`src/rtl/seg_pkg.sv`:
```
// Shared constants and the hex-to-segment table for the seven-segment scan driver.
package seg_pkg;

  localparam int unsigned SEG_W  = 8;

  // Bit positions inside the {a,b,c,d,e,f,g,dp} segment word.
  localparam int unsigned SEG_A  = 7;
  localparam int unsigned SEG_B  = 6;
  localparam int unsigned SEG_C  = 5;
  localparam int unsigned SEG_D  = 4;
  localparam int unsigned SEG_E  = 3;
  localparam int unsigned SEG_F  = 2;
  localparam int unsigned SEG_G  = 1;
  localparam int unsigned SEG_DP = 0;

  // Active-high {a,b,c,d,e,f,g} pattern for a hex nibble.
  function automatic logic [6:0] hex2seg(input logic [3:0] nib);
    logic [6:0] seg;
    case (nib)
      4'h0:    seg = 7'b1111110;
      4'h1:    seg = 7'b0110000;
      4'h2:    seg = 7'b1101101;
      4'h3:    seg = 7'b1111001;
      4'h4:    seg = 7'b0110011;
      4'h5:    seg = 7'b1011011;
      4'h6:    seg = 7'b1011111;
      4'h7:    seg = 7'b1110000;
      4'h8:    seg = 7'b1111111;
      4'h9:    seg = 7'b1111011;
      4'hA:    seg = 7'b1110111;
      4'hB:    seg = 7'b0011111;
      4'hC:    seg = 7'b1001110;
      4'hD:    seg = 7'b0111101;
      4'hE:    seg = 7'b1001111;
      default: seg = 7'b1000111;
    endcase
    return seg;
  endfunction

endpackage

```
`src/rtl/seg_hex_decode.sv`:
```
// Combinational hex nibble to active-high a..g segment decoder.
module seg_hex_decode
  import seg_pkg::*;
(
  input  logic [3:0] nib_i,
  output logic [6:0] seg_o
);

  always_comb begin
    seg_o = hex2seg(nib_i);
  end

endmodule

```
`src/rtl/seg_scan_driver.sv`:
```
// Time-multiplexed seven-segment driver: shadow registers, prescaled digit scan with a
// blank guard cycle per slot, leading-zero suppression and selectable output polarity.
module seg_scan_driver
  import seg_pkg::*;
#(
  parameter int unsigned DIGITS     = 8,
  parameter int unsigned SCAN_DIV   = 1000,
  parameter bit          ACTIVE_LOW = 1'b1
) (
  input  logic                  clk,
  input  logic                  rst,
  input  logic                  load,
  input  logic [4*DIGITS-1:0]   value,
  input  logic [DIGITS-1:0]     dp,
  input  logic [DIGITS-1:0]     blank,
  input  logic                  lz_en,
  output logic [SEG_W-1:0]      seg_out,
  output logic [DIGITS-1:0]     an_out
);

  localparam int unsigned CntW = $clog2(SCAN_DIV);
  localparam int unsigned IdxW = (DIGITS > 1) ? $clog2(DIGITS) : 1;

  localparam logic [CntW-1:0]   CntMax = CntW'(SCAN_DIV - 1);
  localparam logic [IdxW-1:0]   IdxMax = IdxW'(DIGITS - 1);
  // XOR masks: all ones invert to active-low, all zeros leave active-high.
  localparam logic [SEG_W-1:0]  SegOff = {SEG_W{ACTIVE_LOW}};
  localparam logic [DIGITS-1:0] AnOff  = {DIGITS{ACTIVE_LOW}};

  logic [CntW-1:0]     cnt_q, cnt_d;
  logic [IdxW-1:0]     idx_q, idx_d;
  logic [4*DIGITS-1:0] val_q;
  logic [DIGITS-1:0]   dp_q;
  logic [DIGITS-1:0]   blank_q;
  logic [SEG_W-1:0]    seg_q, seg_d;
  logic [DIGITS-1:0]   an_q, an_d;

  logic [DIGITS-1:0]   zero_from;
  logic [DIGITS-1:0]   dig_an;
  logic [3:0]          dig_nib;
  logic                dig_dp;
  logic                dig_blank;
  logic                dig_zero;
  logic                suppress;
  logic [6:0]          dec_seg;

  always_comb begin
    cnt_d = cnt_q + 1'b1;
    idx_d = idx_q;
    if (cnt_q == CntMax) begin
      cnt_d = '0;
      idx_d = (idx_q == IdxMax) ? '0 : idx_q + 1'b1;
    end
  end

  // zero_from[i] is set when nibbles i..DIGITS-1 are all zero.
  always_comb begin
    logic run;
    run       = 1'b1;
    zero_from = '0;
    for (int i = int'(DIGITS) - 1; i >= 0; i--) begin
      run          = run & (val_q[4*i +: 4] == 4'h0);
      zero_from[i] = run;
    end
  end

  always_comb begin
    dig_an    = '0;
    dig_nib   = '0;
    dig_dp    = 1'b0;
    dig_blank = 1'b0;
    dig_zero  = 1'b0;
    for (int i = 0; i < int'(DIGITS); i++) begin
      if (idx_q == IdxW'(i)) begin
        dig_an[i] = 1'b1;
        dig_nib   = val_q[4*i +: 4];
        dig_dp    = dp_q[i];
        dig_blank = blank_q[i];
        dig_zero  = zero_from[i];
      end
    end
    suppress = lz_en && (idx_q != '0) && dig_zero;
  end

  seg_hex_decode u_dec (
    .nib_i (dig_nib),
    .seg_o (dec_seg)
  );

  // Built active-high; cnt_q == 0 is the dark anti-ghost cycle.
  always_comb begin
    seg_d = '0;
    an_d  = '0;
    if (cnt_q != '0) begin
      an_d = dig_an;
      if (!dig_blank) begin
        seg_d[SEG_A:SEG_G] = suppress ? 7'b0 : dec_seg;
        seg_d[SEG_DP]      = dig_dp;
      end
    end
  end

  always_ff @(posedge clk or posedge rst) begin
    if (rst) begin
      cnt_q   <= '0;
      idx_q   <= '0;
      val_q   <= '0;
      dp_q    <= '0;
      blank_q <= '1;
      seg_q   <= SegOff;
      an_q    <= AnOff;
    end else begin
      cnt_q <= cnt_d;
      idx_q <= idx_d;
      if (load) begin
        val_q   <= value;
        dp_q    <= dp;
        blank_q <= blank;
      end
      seg_q <= seg_d ^ SegOff;
      an_q  <= an_d ^ AnOff;
    end
  end

  assign seg_out = seg_q;
  assign an_out  = an_q;

endmodule

```
`config.mk`:
```
export PLATFORM = sky130hd
export DESIGN_NAME = seg_scan_driver
export DESIGN_NICKNAME = d
export VERILOG_FILES = /design/src/rtl/seg_pkg.sv /design/src/rtl/seg_hex_decode.sv /design/src/rtl/seg_scan_driver.sv
export SDC_FILE = /design/constraint.sdc
export NUM_CORES = 1
export LEC_CHECK = 0
export CAP_MARGIN = 20
export CORE_ASPECT_RATIO = 0.7
export CORE_MARGIN = 5
export CORE_UTILIZATION = 40
export DETAILED_ROUTE_END_ITERATION = 7
export MAX_ROUTING_LAYER = met4
export PLACE_DENSITY = 0.69
export SETUP_SLACK_MARGIN = 0.3
export SLEW_MARGIN = 5
export SYNTH_ARGS = -nofsm -noshare
export SYNTH_HDL_FRONTEND = slang
export SYNTH_HIERARCHICAL = 1
export SYNTH_SLANG_ARGS = --single-unit
```
`constraint.sdc`:
```
create_clock -name clk -period 4.65 [get_ports clk]
set_clock_uncertainty 0.2 [all_clocks]
set_input_delay 0.93 -clock clk [delete_from_list [all_inputs] [get_ports clk]]
set_output_delay 0.93 -clock clk [all_outputs]
set_load 0.005 [all_outputs]
```
==> impl_results.html <==
<table>
<tr><th>Metric</th><th>Value</th></tr>
<tr><th colspan="2">Run status</th></tr>
<tr><td>Status</td><td>complete, no violations</td></tr>
<tr><th colspan="2">Clock tree</th></tr>
<tr><td>Depth of the CTS H-tree</td><td>3</td></tr>
<tr><td>Clock tree buffer depth</td><td>2</td></tr>
<tr><td>CTS tree</td><td>built</td></tr>
<tr><td>Source-to-sink clock delay at the later pin of the worst-skew pair</td><td>0.34 ns</td></tr>
<tr><td>Clk slew on worst S/H paths</td><td>0.06 ns</td></tr>
<tr><td>Buffer type at the clock tree root</td><td>clkbuf_16</td></tr>
<tr><td>Number of post-CTS setup repair buffers</td><td>0</td></tr>
<tr><td>Clock buffers created by TritonCTS</td><td>9</td></tr>
<tr><td>Post-cts gate resize count</td><td>0</td></tr>
<tr><td>CTS Hold Bufs</td><td>0</td></tr>
<tr><td>Clock sink count</td><td>77</td></tr>
<tr><th colspan="2">Final layout</th></tr>
<tr><td>Area growth from synthesis to layout</td><td>24.67%</td></tr>
<tr><td>Net count reported at finish</td><td>479</td></tr>
<tr><td>Area of the multi-input gates</td><td>0.001859 sq mm</td></tr>
<tr><td>Fill cell count</td><td>900</td></tr>
<tr><td>Post-layout instance count excluding filler cells</td><td>545</td></tr>
<tr><td>Area taken by flip-flops and latches</td><td>0.001957 sq mm</td></tr>
<tr><td>Ratio of cells with drive above 1 in the final layout</td><td>24.22%</td></tr>
<tr><td>Antenna diode count</td><td>0</td></tr>
<tr><td>Fin util</td><td>51.31%</td></tr>
<tr><th colspan="2">Die</th></tr>
<tr><td>Horizontal die dimension</td><td>129.8 microns</td></tr>
<tr><td>Overall die height</td><td>93.84 microns</td></tr>
<tr><td>Total number of placement rows</td><td>30</td></tr>
<tr><td>Boundary pin count</td><td>68</td></tr>
<tr><td>Placeable core region</td><td>0.009759 sq mm</td></tr>
<tr><td>Die area</td><td>0.01218 sq mm</td></tr>
<tr><td>Starting Density</td><td>41.15%</td></tr>
<tr><th colspan="2">Routing</th></tr>
<tr><td>Wire length per cell</td><td>17.61 microns</td></tr>
<tr><td>Count of unresolved DRC violations after routing</td><td>0</td></tr>
<tr><td>Detailed Route WL</td><td>9597 microns</td></tr>
<tr><td>Initial DRC count</td><td>476</td></tr>
<tr><td>Via Count</td><td>2993</td></tr>
<tr><td>Detailed-router iteration count before antenna repair</td><td>4</td></tr>
<tr><td>Detail Route Antenna Nets</td><td>0</td></tr>
<tr><td>Vias per cell</td><td>5.492</td></tr>
<tr><th colspan="2">Synth</th></tr>
<tr><td>Combinational family with the most area after synthesis</td><td>multiplexers</td></tr>
<tr><td>Synthesized-area fraction occupied by adder cells</td><td>4.673%</td></tr>
<tr><td>Simple-Gate Fraction of Synth Area</td><td>12.06%</td></tr>
<tr><td>Cell area after technology mapping</td><td>0.004016 sq mm</td></tr>
<tr><td>Top FF cell, synth</td><td>dfrtp_1</td></tr>
<tr><td>Number of warning messages in the yosys log</td><td>6</td></tr>
<tr><td>Area share of xor/xnor cells in the synthesized design</td><td>1.090%</td></tr>
<tr><td>Fraction of synthesized area in multiplexers</td><td>14.70%</td></tr>
<tr><td>Count of flip-flops with a built-in enable after synthesis</td><td>0</td></tr>
<tr><td>Number of distinct library cell variants in the gate-level netlist after synthesis</td><td>55</td></tr>
<tr><td>Synthesized instance count</td><td>352</td></tr>
<tr><td>Synthesized-area fraction occupied by ao, oa, aoi and oai cells</td><td>13.61%</td></tr>
<tr><td>Mean instance size in the synthesized netlist</td><td>11.41 sq um</td></tr>
<tr><td>Fraction of registers with async set/reset</td><td>100.0%</td></tr>
<tr><td>Proportion of synthesized chip area in sequential cells</td><td>48.72%</td></tr>
<tr><td>Mapped Nets</td><td>419</td></tr>
<tr><td>Total of flip-flops plus latches after synthesis</td><td>77</td></tr>
<tr><th colspan="2">GRT</th></tr>
<tr><td>Wire length of the first global-routing pass</td><td>16180 microns</td></tr>
<tr><td>Met1 Use GR</td><td>25.28%</td></tr>
<tr><td>Total routing resource utilization after global routing</td><td>17.71%</td></tr>
<tr><td>Met3 demand-to-capacity share in global routing</td><td>5.284%</td></tr>
<tr><td>Largest net degree at the start of global routing</td><td>52</td></tr>
<tr><td>Global-route track usage on met2</td><td>23.28%</td></tr>
<tr><td>GRT busiest layer</td><td>met1</td></tr>
<tr><td>Via count of the first global-routing pass</td><td>3092</td></tr>
<tr><td>Number of antenna violations at the first check in global routing</td><td>0</td></tr>
<tr><td>Total congestion overflow</td><td>0</td></tr>
<tr><th colspan="2">Job</th></tr>
<tr><td>Number of max-cap violations</td><td>0</td></tr>
<tr><th colspan="2">Timing</th></tr>
<tr><td>Transition time of the tightest slew-check pin</td><td>1.087 ns</td></tr>
<tr><td>Pins over their slew limit</td><td>0</td></tr>
<tr><td>Setup repair after global routing missed its margin</td><td>no</td></tr>
<tr><td>Final worst-path setup slack</td><td>0.7573 ns</td></tr>
<tr><td>Max Clock Freq</td><td>0.2569 GHz</td></tr>
<tr><td>Post-layout minimum cycle time</td><td>3.893 ns</td></tr>
<tr><td>Period utilization</td><td>83.71%</td></tr>
<tr><td>Total Negative Setup Slacks</td><td>0 ns</td></tr>
<tr><td>Max-slew headroom at the worst pin</td><td>27.53%</td></tr>
<tr><td>Number of setup violations in the final report</td><td>0</td></tr>
<tr><td>Hold violation count in the final report</td><td>0</td></tr>
<tr><th colspan="2">Critical path</th></tr>
<tr><td>Critical path start-end classification</td><td>reg -&gt; reg</td></tr>
<tr><td>Worst path required time</td><td>4.71 ns</td></tr>
<tr><td>Top Family by Delay on Critical Path</td><td>adder cells</td></tr>
<tr><td>Cell chain of the critical path</td><td>inv_1, ha_1, nor2_1, a221oi_1, o32ai_1, inv_1, ha_1, mux4_1, o211ai_1</td></tr>
<tr><td>Arrival @ worst endpoint</td><td>3.95 ns</td></tr>
<tr><td>CP endpoint kind</td><td>flip-flop</td></tr>
<tr><td>Largest driver fanout on the critical path</td><td>16</td></tr>
<tr><td>Buffering stage count on the worst path with inverters included</td><td>2</td></tr>
<tr><td>Slowest Stage Delay on Critical Path</td><td>0.66 ns</td></tr>
<tr><td>Startpoint types</td><td>flip-flop</td></tr>
<tr><td>Library cell contributing the largest single delay on the critical path</td><td>dfrtp_1</td></tr>
<tr><th colspan="2">Pwr</th></tr>
<tr><td>Net load switching power</td><td>0.0003859 W</td></tr>
<tr><td>Sw Share</td><td>23.53%</td></tr>
<tr><td>Internal power of the cells</td><td>0.001254 W</td></tr>
<tr><td>Pwr dens</td><td>327.4 mW/mm^2</td></tr>
<tr><td>Seq pwr share</td><td>47.4%</td></tr>
<tr><td>Part of the total power dissipated in the clock network</td><td>39.7%</td></tr>
<tr><td>Static Leak</td><td>2.016 nW</td></tr>
<tr><td>Highest ir drop seen on vdd</td><td>0.1747 mV</td></tr>
<tr><td>Fraction of power consumed by combinational cells</td><td>12.9%</td></tr>
<tr><td>Total power</td><td>0.001640 W</td></tr>
<tr><th colspan="2">Placed design</th></tr>
<tr><td>Placed wire-length estimate</td><td>6998 microns</td></tr>
<tr><td>IO Port Bufs</td><td>67</td></tr>
<tr><td>Pre-CTS WS</td><td>0.8759 ns</td></tr>
<tr><td>Number of cells in the design after placement</td><td>529</td></tr>
<tr><td>GP Congestion</td><td>0.8746</td></tr>
<tr><th colspan="2">Min path</th></tr>
<tr><td>Class of the tightest hold or removal check</td><td>reg -&gt; reg</td></tr>
</table>
## metal layers
layer	part of all wire (%)	vias up
met3	5.8	19
li1	-	1399
met5	0	-
met4	2.3	0
met2	43	93
met1	49	1482
## area by class of cell
class | count | share of cell area (%)
sequential | 77 | 39.08
multi-input combinational | 238 | 37.13
timing repair buffer | 69 | 13.84
clock buffer | 14 | 5.272
tap | 128 | 3.198
inverter | 17 | 1.274
clock inverter | 2 | 0.1999
## stage by stage
stage	area, sq um	hold WS (ns)
2_1_floorplan	4016	0.2466
3_3_place_gp	4733	0.2696
3_5_place_dp	4733	0.2716
4_1_cts	5007	0.2793
5_1_grt	5007	0.3001
6_report	5007	0.2846
## power by group through the flow
stage / logic, W / registers [W] / clock network (W)
detailed placement: 0.000213 / 0.000787 / 0
finish: 0.000212 / 0.000777 / 0.000650
floorplan: 0.000123 / 0.000772 / 0
global placement: 0.000209 / 0.000787 / 0
global route: 0.000234 / 0.000783 / 0.000696
CTS: 0.000215 / 0.000777 / 0.000664
## worst reg2reg max path, cell delays in order (launching register included)
cell and delay, ns:
dfrtp_1 0.66, inv_1 0.27, ha_1 0.45, nor2_1 0.41
a221oi_1 0.15, o32ai_1 0.51, inv_1 0.22, ha_1 0.36
mux4_1 0.50, o211ai_1 0.10
## cells in the final DEF, fill, tap and decap left out, types with 5 or more instances in the layout
cell type	Yosys	layout
a21oi_1	12	12
a221oi_1	5	5
a22oi_1	5	5
clkbuf_16	0	9
clkdlybuf4s50_1	0	66
dfrtp_1	53	53
dfstp_2	24	24
ha_1	15	15
inv_1	17	16
mux2_2	47	47
nand2_1	31	31
nand3_1	10	10
nor2_1	18	18
nor3_1	5	5
nor4_1	10	9
o211ai_1	9	9
o21ai_0	20	20
## synthesized netlist by cell type (2+ instances only)
| library cell | instances | area (sq um) |
|---|---|---|
| nand3_1 | 10 | 50.05 |
| nor3_1 | 5 | 25.02 |
| o31ai_1 | 2 | 15.01 |
| xnor2_1 | 3 | 26.28 |
| dfstp_2 | 24 | 630.6 |
| nor2b_1 | 3 | 18.77 |
| mux2_2 | 47 | 529.3 |
| a21oi_1 | 12 | 60.06 |
| buf_2 | 4 | 20.02 |
| o221ai_1 | 4 | 35.03 |
| a22oi_1 | 5 | 37.54 |
| clkbuf_1 | 6 | 22.52 |
| inv_1 | 17 | 63.81 |
| o21ai_0 | 20 | 100.1 |
| and3_1 | 2 | 12.51 |
| nor2_1 | 18 | 67.56 |
| nor4_1 | 10 | 62.56 |
| nand3b_1 | 2 | 15.01 |
| ha_1 | 15 | 187.7 |
| buf_6 | 6 | 67.56 |
| dfrtp_1 | 53 | 1326 |
| xor2_1 | 2 | 17.52 |
| or2b_1 | 2 | 15.01 |
| nand4_1 | 2 | 12.51 |
| or3_1 | 2 | 12.51 |
| nand2_1 | 31 | 116.4 |
| o211ai_1 | 9 | 67.56 |
| mux2i_1 | 2 | 20.02 |
| a221oi_1 | 5 | 43.79 |
| o32ai_1 | 2 | 17.52 |
| buf_4 | 2 | 15.01 |
| a31oi_1 | 2 | 12.51 |
## cells by family after synthesis
logic type / count (synthesis)
buffers and inverters: 37
flip-flops: 77
XOR/XNOR: 5
multiplexers: 51
AND/OR/NAND/NOR: 94
adder cells (fa/ha/maj): 15
AO/OA/AOI/OAI: 73
## state kept, by name, summed over array words and instances (netlist names)
name,count
cnt_q,10
idx_q,3
dp_q,8
blank_q,8
an_out,8
seg_out,8
val_q,32
## path summary, 6_finish.rpt
path | from | endpoint | slack, ns | depth (start not counted)
hold reg to reg | cnt_q[0]$_DFF_PP0_ | cnt_q[0]$_DFF_PP0_ | 0.28 | 1
min in group asynchronous | rst | cnt_q[0]$_DFF_PP0_ | 0.89 | 2
setup / recovery | idx_q[2]$_DFFE_PP0N_ | seg_out[4]$_DFF_PP1_ | 0.76 | 9
max in group asynchronous | rst | an_out[4]$_DFF_PP1_ | 2.62 | 3
hold / removal | cnt_q[0]$_DFF_PP0_ | cnt_q[0]$_DFF_PP0_ | 0.28 | 1
setup reg to reg | idx_q[2]$_DFFE_PP0N_ | seg_out[4]$_DFF_PP1_ | 0.76 | 9
Power figures use the tool's default switching activity.
